[src/rtl/pulse_stream_arbiter.sv]
// Round-robin merge of per-line timestamp streams into one packetised AXI-Stream.
// Disabled lines are drained and counted so they can never stall the output.
module pulse_stream_arbiter #(
   parameter int NUM_LINES = 8,
   parameter int MAX_BURST = 4,
   parameter int PKT_LEN   = 256
) (
   input  logic                    sample_clk,
   input  logic                    resetn,
   input  logic                    run,
   input  logic [NUM_LINES-1:0]    line_en,
   input  logic [32*NUM_LINES-1:0] s_tdata,
   input  logic [NUM_LINES-1:0]    s_tvalid,
   output logic [NUM_LINES-1:0]    s_tready,
   output logic [31:0]             m_tdata,
   output logic                    m_tvalid,
   output logic                    m_tlast,
   input  logic                    m_tready,
   output logic [15:0]             drop_count,
   output logic                    busy
);

   localparam int GW = (NUM_LINES > 1) ? $clog2(NUM_LINES) : 1;

   typedef enum logic {IDLE, BURST} state_e;

   state_e        state_q, state_d;
   logic [GW-1:0] g_q, g_d;
   logic [GW-1:0] ptr_q, ptr_d;
   logic [7:0]    bc_q, bc_d;
   logic [15:0]   pkt_cnt_q, pkt_cnt_d;
   logic [31:0]   m_tdata_q, m_tdata_d;
   logic          m_tvalid_q, m_tvalid_d;
   logic          m_tlast_q, m_tlast_d;
   logic [15:0]   drop_count_q, drop_count_d;

   logic [NUM_LINES-1:0] req;
   logic [GW-1:0]        rr_sel;
   logic [31:0]          g_data;
   logic                 g_valid;
   logic                 g_en;
   logic                 out_free;
   logic                 load;
   logic [4:0]           n_drop;
   logic [16:0]          drop_sum;

   assign req      = s_tvalid & line_en;
   assign g_data   = s_tdata[32*int'(g_q) +: 32];
   assign g_valid  = s_tvalid[g_q];
   assign g_en     = line_en[g_q];
   assign out_free = !m_tvalid_q || m_tready;
   assign load     = (state_q == BURST) && g_en && g_valid && out_free;

   // First requester above ptr: scan from the far end so the nearest hit wins.
   // NOTE: every combinational output gets a default before any branch, so no latch is inferred.
   always_comb begin
      rr_sel = ptr_q;
      for (int k = NUM_LINES; k >= 1; k--) begin
         if (req[(int'(ptr_q) + k) % NUM_LINES]) rr_sel = GW'((int'(ptr_q) + k) % NUM_LINES);
      end
   end

   always_comb begin
      for (int i = 0; i < NUM_LINES; i++) begin
         s_tready[i] = !line_en[i] || ((state_q == BURST) && (g_q == GW'(i)) && out_free);
      end
   end

   always_comb begin
      n_drop = '0;
      for (int i = 0; i < NUM_LINES; i++) begin
         n_drop = n_drop + 5'(s_tvalid[i] & ~line_en[i]);
      end
      drop_sum     = {1'b0, drop_count_q} + 17'(n_drop);
      drop_count_d = drop_sum[16] ? 16'hFFFF : drop_sum[15:0];
   end

   always_comb begin
      state_d    = state_q;
      g_d        = g_q;
      ptr_d      = ptr_q;
      bc_d       = bc_q;
      pkt_cnt_d  = pkt_cnt_q;
      m_tdata_d  = m_tdata_q;
      m_tvalid_d = m_tvalid_q;
      m_tlast_d  = m_tlast_q;

      case (state_q)
         IDLE: begin
            if (run && (|req)) begin
               state_d = BURST;
               g_d     = rr_sel;
               ptr_d   = rr_sel;
               bc_d    = '0;
            end
         end
         BURST: begin
            if (load) bc_d = bc_q + 8'd1;
            if ((load && (bc_q == 8'(MAX_BURST - 1))) || !g_valid || !g_en) state_d = IDLE;
         end
      endcase

      if (load) begin
         m_tdata_d  = g_data;
         m_tvalid_d = 1'b1;
         m_tlast_d  = (pkt_cnt_q == 16'(PKT_LEN - 1));
         pkt_cnt_d  = m_tlast_d ? 16'd0 : pkt_cnt_q + 16'd1;
      end else if (m_tready) begin
         m_tvalid_d = 1'b0;
      end
   end

   // NOTE: sequential state uses non-blocking assignments so every flop samples pre-edge values.
   always_ff @(posedge sample_clk) begin
      if (!resetn) begin
         state_q      <= IDLE;
         g_q          <= '0;
         ptr_q        <= GW'(NUM_LINES - 1);
         bc_q         <= '0;
         pkt_cnt_q    <= '0;
         m_tdata_q    <= '0;
         m_tvalid_q   <= 1'b0;
         m_tlast_q    <= 1'b0;
         drop_count_q <= '0;
      end else begin
         state_q      <= state_d;
         g_q          <= g_d;
         ptr_q        <= ptr_d;
         bc_q         <= bc_d;
         pkt_cnt_q    <= pkt_cnt_d;
         m_tdata_q    <= m_tdata_d;
         m_tvalid_q   <= m_tvalid_d;
         m_tlast_q    <= m_tlast_d;
         drop_count_q <= drop_count_d;
      end
   end

   assign m_tdata    = m_tdata_q;
   assign m_tvalid   = m_tvalid_q;
   assign m_tlast    = m_tlast_q;
   assign drop_count = drop_count_q;
   assign busy       = (state_q == BURST) || m_tvalid_q;

endmodule
[config.mk]
export PLATFORM = sky130hd
export DESIGN_NAME = pulse_stream_arbiter
export DESIGN_NICKNAME = d
export VERILOG_FILES = /design/src/rtl/pulse_stream_arbiter.sv
export SDC_FILE = /design/constraint.sdc
export NUM_CORES = 1
export LEC_CHECK = 0
export CAP_MARGIN = 20
export CORE_MARGIN = 2
export CORE_UTILIZATION = 30
export DETAILED_ROUTE_END_ITERATION = 10
export PLACE_DENSITY = 0.69
export SYNTH_ARGS = -nofsm -noshare
export SYNTH_HDL_FRONTEND = slang
export SYNTH_SLANG_ARGS = --single-unit
export TNS_END_PERCENT = 10
[constraint.sdc]
create_clock -name sample_clk -period 5.5 [get_ports sample_clk]
set_input_delay 1.65 -clock sample_clk [delete_from_list [all_inputs] [get_ports sample_clk]]
set_output_delay 1.65 -clock sample_clk [all_outputs]
set_load 0.02 [all_outputs]
After elaboration in Yosys (flattened, before gate mapping)

Index checks and enable logic that the tools add are counted.

Add/sub/neg operators: 18
Order comparisons: 9
Eq/ne operators: 11
Shift operators: 1
Muxes and demuxes: 46
Bitwise logic cells: 26
Reduce and logical (&&, ||, !) cells: 57

Operators with widths:

| kind                                                                   | number |
|---|---|
| 256-bit by 9-bit variable part select with 32-bit output               | 1 |
| 1-bit by 5-bit bitwise AND with 5-bit output                           | 8 |
| 4-bit by 5-bit < comparator with 1-bit output, second input constant   | 8 |
| 1-bit NOT with 5-bit output                                            | 8 |
| 5-bit adder                                                            | 7 |
| 16-bit 2-to-1 mux                                                      | 2 |
| 1-bit binary-select mux with 3-bit select                              | 10 |
| 3-bit 2-to-1 mux                                                       | 8 |
| 3-bit OR reduction                                                     | 8 |
| 1-bit 2-to-1 mux                                                       | 22 |
| 1-bit logical AND                                                      | 21 |
| 16-bit by 5-bit adder with 17-bit output                               | 1 |
| 16-bit by 1-bit adder with 16-bit output, second input constant        | 1 |
| 16-bit by 8-bit equality test with 1-bit output, second input constant | 1 |
| 8-bit 2-to-1 mux                                                       | 2 |
| 8-bit case mux with 2 select lines                                     | 1 |
| 3-bit adder, second input constant                                     | 4 |
| 3-bit equality test, second input constant                             | 4 |
| 1-bit logical OR                                                       | 12 |
| 1-bit logical NOT                                                      | 11 |
| 8-bit by 1-bit adder with 8-bit output, second input constant          | 1 |
| 1-bit bitwise AND, first input constant                                | 8 |
| 8-bit bitwise AND                                                      | 1 |
| 8-bit by 2-bit equality test with 1-bit output, second input constant  | 1 |
| other kinds (13)                                                       | 17 |

Register bits: 81
Output and inout bits: 59
Word-level logic and storage cells: 177

Logic depth before layout (Yosys ltp)

Depth in word-level cells: 14
Depth in mapped cells: 17
Depth with buffers taken out: 16

Least setup slack after synthesis

OpenSTA, ideal clock, no wires.

Path kind: in2reg
Start point: in line_en[3]
End point: reg drop_count_q[11], in the netlist drop_count[11]
Library setup time: 58 ps
Arrival: 5722 ps
Slack: -280 ps
Stages: 16
Cells stage by stage: and2b_2 -> fa_1 -> inv_1 -> fa_1 -> fa_1 -> inv_1 -> ha_1 -> fa_1 -> inv_1 -> fa_1 -> nor2b_1 -> o21a_1 -> o2111ai_1 -> nor2_1 -> clkbuf_1 -> o21a_1

Word-level cells in the longest chain between the ends: 9

RTL lines:

| what                                         | line | source |
|---|---|---|
| from (decl)                                  | 11   | `input logic [NUM_LINES-1:0] line_en,` |
| 1-bit NOT with 5-bit output                  | 72   | `n_drop = n_drop + 5'(s_tvalid[i] & ~line_en[i]);` |
| 1-bit by 5-bit bitwise AND with 5-bit output | 72   |  |
| 5-bit adder (5 in a row)                     | 72   |  |
| 16-bit by 5-bit adder with 17-bit output     | 74   | `drop_sum = {1'b0, drop_count_q} + 17'(n_drop);` |
| 16-bit 2-to-1 mux                            | 75   | `drop_count_d = drop_sum[16] ? 16'hFFFF : drop_sum[15:0];` |
| to (signal assigned)                         | 134  | `drop_count_q <= drop_count_d;` |
| to (decl)                                    | 35   | `logic [15:0] drop_count_q, drop_count_d;` |

Every way passes these cells.
A chain may end at the register's enable or synchronous reset.

Worst setup path after layout

Start point: in s_tvalid[3]
End point: reg drop_count_q[10], in the netlist drop_count[10]

Word-level cells in the longest chain between the ends: 8

RTL lines:

| what                                         | line | source |
|---|---|---|
| from (decl)                                  | 13   | `input logic [NUM_LINES-1:0] s_tvalid,` |
| 1-bit by 5-bit bitwise AND with 5-bit output | 72   |  |
| 5-bit adder (5 in a row)                     | 72   |  |
| 16-bit by 5-bit adder with 17-bit output     | 74   |  |
| 16-bit 2-to-1 mux                            | 75   |  |

Every way passes these cells.

==> impl_metrics.csv <==
group,metric,value,unit
yosys,async_flop_share,0,
critical_path,cp-start-kind,"input pin",
power_and_ir_drop,power_density,285,nW/µm²
yosys,synth_edf_count,0,
global_routing,grt_overflow_total,0,
worst_hold_path,hold_path_class,"reg -> reg",
yosys,syn_area,6630,µm²
critical_path,path_max_fanout,2,
timing,setup_viol,0,
timing,worst_pin_slew,1.01,ns
global_routing,use_met3,0.0546,
power_and_ir_drop,comb_power_share,0.517,
place,hpwl,19.9,mm
critical_path,crit_family,"adder cells",
critical_path,max_stage_delay,0.55,ns
die,num_rows,54,
drt,viasPerCell,5.33,
timing,skew,0.0118,ns
yosys,synth_ff_type,"dfxtp_1",
timing,clock.fmax,186,MHz
critical_path,critPathBufInv,6,
yosys,synth_area_per_cell,10.1,µm²
flow_run,drv_cap,0,
critical_path,r2r-start,"ptr_q[0]",
yosys,synth_top_area_frac,0.272,
critical_path,setup.worst_path.class,"in -> reg",
timing,rsz0062_at_grt,"true",
power_and_ir_drop,power.internal,1.91,mW
power_and_ir_drop,p_total,3.05,mW
power_and_ir_drop,seqPwrFrac,0.279,
yosys,yosysUniqueCellTypes,68,
outcome,status,"complete, no violations",
global_routing,grt_pass1_vias,6721,
power_and_ir_drop,switching_share,0.375,
die,die_w,153,µm
global_routing,grt_usage,0.208,
die,initial_core_util,0.305,
clocking,insertion_delay,0.34,ns
clocking,cts_tree,"yes",
place,port_buffers,334,
critical_path,r2r-end,"ptr_q[2]",
yosys,ys_ff_latch,81,
clocking,cts_sinks,81,
global_routing,grt_pass1_wl,38.1,mm
power_and_ir_drop,cellLeakagePower,3.75,nW
yosys,postSynthCellCount,656,
global_routing,top_usage_layer,"met2",
clocking,clk_pin_slew,0.07,ns
critical_path,setup.worst_path.start,"s_tvalid[3]",
timing,slew-limit-headroom,0.327,
timing,hold_viol,0,
critical_path,cp_slowest_cell,"fa_2",
clocking,numCtsBuffers,9,
global_routing,antenna_found_initial,3,
critical_path,r2r_slack,1.84,ns
yosys,ys_top_cells_by_area,"mux4_2 27%, dfxtp_1 24%, mux2i_1 5.9%",
critical_path,arrival,5.61,ns
clocking,h-tree-depth,3,
power_and_ir_drop,switchingPower,1.14,mW
yosys,synth_top_area_cell,"mux4_2",
drt,drc,0,
timing,period_minus_slack,5.39,ns
power_and_ir_drop,peakVddDrop,0.139,mV
cells_and_area,drive_above_1_share,0.169,
die,die_y,153,µm
drt,ant_nets,0,
place,place_congestion,0.892,
clocking,cts_root_buf,"clkbuf_16",
drt,vias,6747,
critical_path,crit_chain,"buf_6 > and2b_2 > fa_1 > inv_1 > fa_1 > fa_1 > inv_1 > ha_2 > fa_2 > inv_2 > fa_2 > nor2b_1 > o21a_1 > buf_6 > buf_6 > o2111ai_2 > xnor2_1 > nor2_1 > nor2_1",
timing,slew_viol_final,0,
drt,wl,24.8,mm
drt,drt-pass1-iter-count,6,
global_routing,grt_max_degree,73,
clocking,cts_buffer_depth,2,
yosys,yosysWarnings,0,
die,pin_count,335,
clocking,hold_buffers,0,
die,coreArea,21800,µm²
yosys,syn_nets,948,
critical_path,cp-end-kind,"flip-flop",
global_routing,met2_usage,0.358,
timing,tns,0,ns
cells_and_area,syn2layout_area_growth,61.5,%
cells_and_area,num-nets-final,1272,
critical_path,required,5.73,ns
critical_path,cp.depth,19,
drt,avgRoutedWirePerCell,19.6,µm
power_and_ir_drop,clkPwrFrac,0.204,
critical_path,ff2ff_path_depth,8,
drt,drt_iter0_markers,573,
yosys,ys_seq_area_frac,0.245,
critical_path,endpoint,"drop_count[10]",
timing,period_share,0.980,
global_routing,met1_usage,0.257,
die,die_area,23300,µm²
layer usage:
| layer | vias to the layer above | routed length (µm) |
|---|---|---|
| met5 | - | 7 |
| met4 | 2 | 547 |
| met3 | 30 | 1770 |
| met2 | 255 | 12600 |
| met1 | 3275 | 9860 |
| li1 | 3185 | - |
logic make-up (layout without fill, tap and decap cells):
kind of cell / Yosys count / count (layout) / share of synthesized area
AOI/OAI and AO/OA: 131 / 131 / 0.139
xor gates and xnor gates: 29 / 29 / 0.0394
adders and majority gates: 16 / 16 / 0.0359
buffers and inverters: 70 / 399 / 0.0447
DFF: 81 / 81 / 0.245
muxes: 122 / 122 / 0.337
other: 0 / 2 / 0
and+or+nand+nor: 207 / 207 / 0.159
sequential cells by signal, indices dropped and copies added (netlist names):
signal	cells
ptr_q	3
pkt_cnt_q	16
bc_q	8
m_tdata	32
g_q	3
state_q	1
m_tlast	1
m_tvalid	1
drop_count	16
repair_timing:
action	CTS	global route
hold endpoints to repair	0	0
resized for setup	13	22
endpoints found under the setup margin	16	16
pin swaps	7	10
buffers inserted	2	3
cell usage after synthesis, types with 3 or more instances:
library cell,n
xnor2_1,12
nand4_1,14
mux4_2,80
nor4_1,3
clkbuf_1,24
fa_1,5
a21oi_1,19
o221ai_1,4
and2_1,9
buf_2,21
inv_1,16
or3_1,5
o31ai_1,5
ha_1,11
o21ai_0,23
dfxtp_1,81
a21o_1,4
mux2i_1,39
nand2b_1,10
and3_1,7
and4_1,3
o211ai_1,9
nor2b_1,6
nor2_1,71
a221oi_1,3
nand2_1,36
a211oi_1,36
nand3_1,16
buf_1,4
a31oi_1,3
o21a_1,7
xor2_1,16
or4_1,3
nor3_1,7
power by group through the flow:
stage | logic (mW) | clock network, mW | registers (mW)
6_report | 1.57 | 0.621 | 0.851
5_1_grt | 1.70 | 0.666 | 0.872
4_1_cts | 1.57 | 0.639 | 0.855
3_5_place_dp | 1.56 | 0 | 0.867
3_3_place_gp | 1.55 | 0 | 0.866
2_1_floorplan | 1.13 | 0 | 0.739
cell type report:
| cell class | instances | area, µm² |
|---|---|---|
| multi-input combinational | 505 | 4780 |
| clock inverter | 7 | 77.6 |
| sequential | 81 | 1630 |
| timing repair buffer | 364 | 3570 |
| fill | 2038 | 11000 |
| tap | 280 | 350 |
| inverter | 19 | 71.3 |
| antenna | 2 | 5.00 |
| clock buffer | 9 | 225 |
through the flow:
step | cells | worst slack, ns | hold slack, ns | utilization | area [µm²]
6_report | 1267 | 0.112 | 0.484 | 0.492 | 10700
5_1_grt | 1266 | -0.0278 | 0.518 | 0.492 | 10700
4_1_cts | 1262 | 0.0362 | 0.489 | 0.490 | 10700
3_5_place_dp | 1244 | -0.713 | 0.474 | 0.475 | 10300
3_3_place_gp | 1244 | -0.642 | 0.469 | 0.475 | 10300
2_1_floorplan | 656 | 0.000348 | 0.452 | - | 6660
worst min-delay path: stages (launching register included):
cell      delay (ns)
dfxtp_1         0.32
nand2b_1        0.07
a21oi_1         0.06
cell usage in the layout, fill, tap and decap left out, drive strengths merged, types with 3 or more instances in the layout:
| cell | synthesis | final |
|---|---|---|
| nand4 | 16 | 16 |
| o31ai | 5 | 5 |
| a31oi | 3 | 3 |
| fa | 5 | 5 |
| clkbuf | 24 | 13 |
| and3 | 7 | 7 |
| nand2b | 10 | 10 |
| nor2 | 71 | 71 |
| clkinv | 1 | 3 |
| dfxtp | 81 | 81 |
| o21ai | 23 | 23 |
| nor2b | 6 | 6 |
| and2 | 11 | 11 |
| o211ai | 9 | 9 |
| or3 | 5 | 5 |
| a211oi | 37 | 37 |
| nand3 | 16 | 16 |
| mux2i | 40 | 40 |
| nand2 | 37 | 37 |
| xor2 | 17 | 17 |
| and4 | 3 | 3 |
| ha | 11 | 11 |
| a21o | 4 | 4 |
| nor4 | 3 | 3 |
| o21a | 7 | 7 |
| mux4 | 80 | 80 |
| nor3 | 7 | 7 |
| a21oi | 20 | 20 |
| buf | 27 | 32 |
| xnor2 | 12 | 12 |
| inv | 18 | 21 |
| o221ai | 4 | 4 |
| a221oi | 3 | 3 |
| or4 | 3 | 3 |
| clkdlybuf4s50 | 0 | 328 |
worst min path at each step:
stage | from | end | slack [ns] | depth (start not counted)
2_1_floorplan | pkt_cnt_q[15] | pkt_cnt_q[15] | 0.45 | 2
3_3_place_gp | pkt_cnt_q[15] | pkt_cnt_q[15] | 0.47 | 2
3_5_place_dp | pkt_cnt_q[15] | pkt_cnt_q[15] | 0.47 | 2
4_1_cts | m_tlast | m_tlast | 0.49 | 2
5_1_grt | m_tlast | m_tlast | 0.52 | 2
6_report | m_tlast | m_tlast | 0.48 | 2
(Power assumes the default switching activity.)
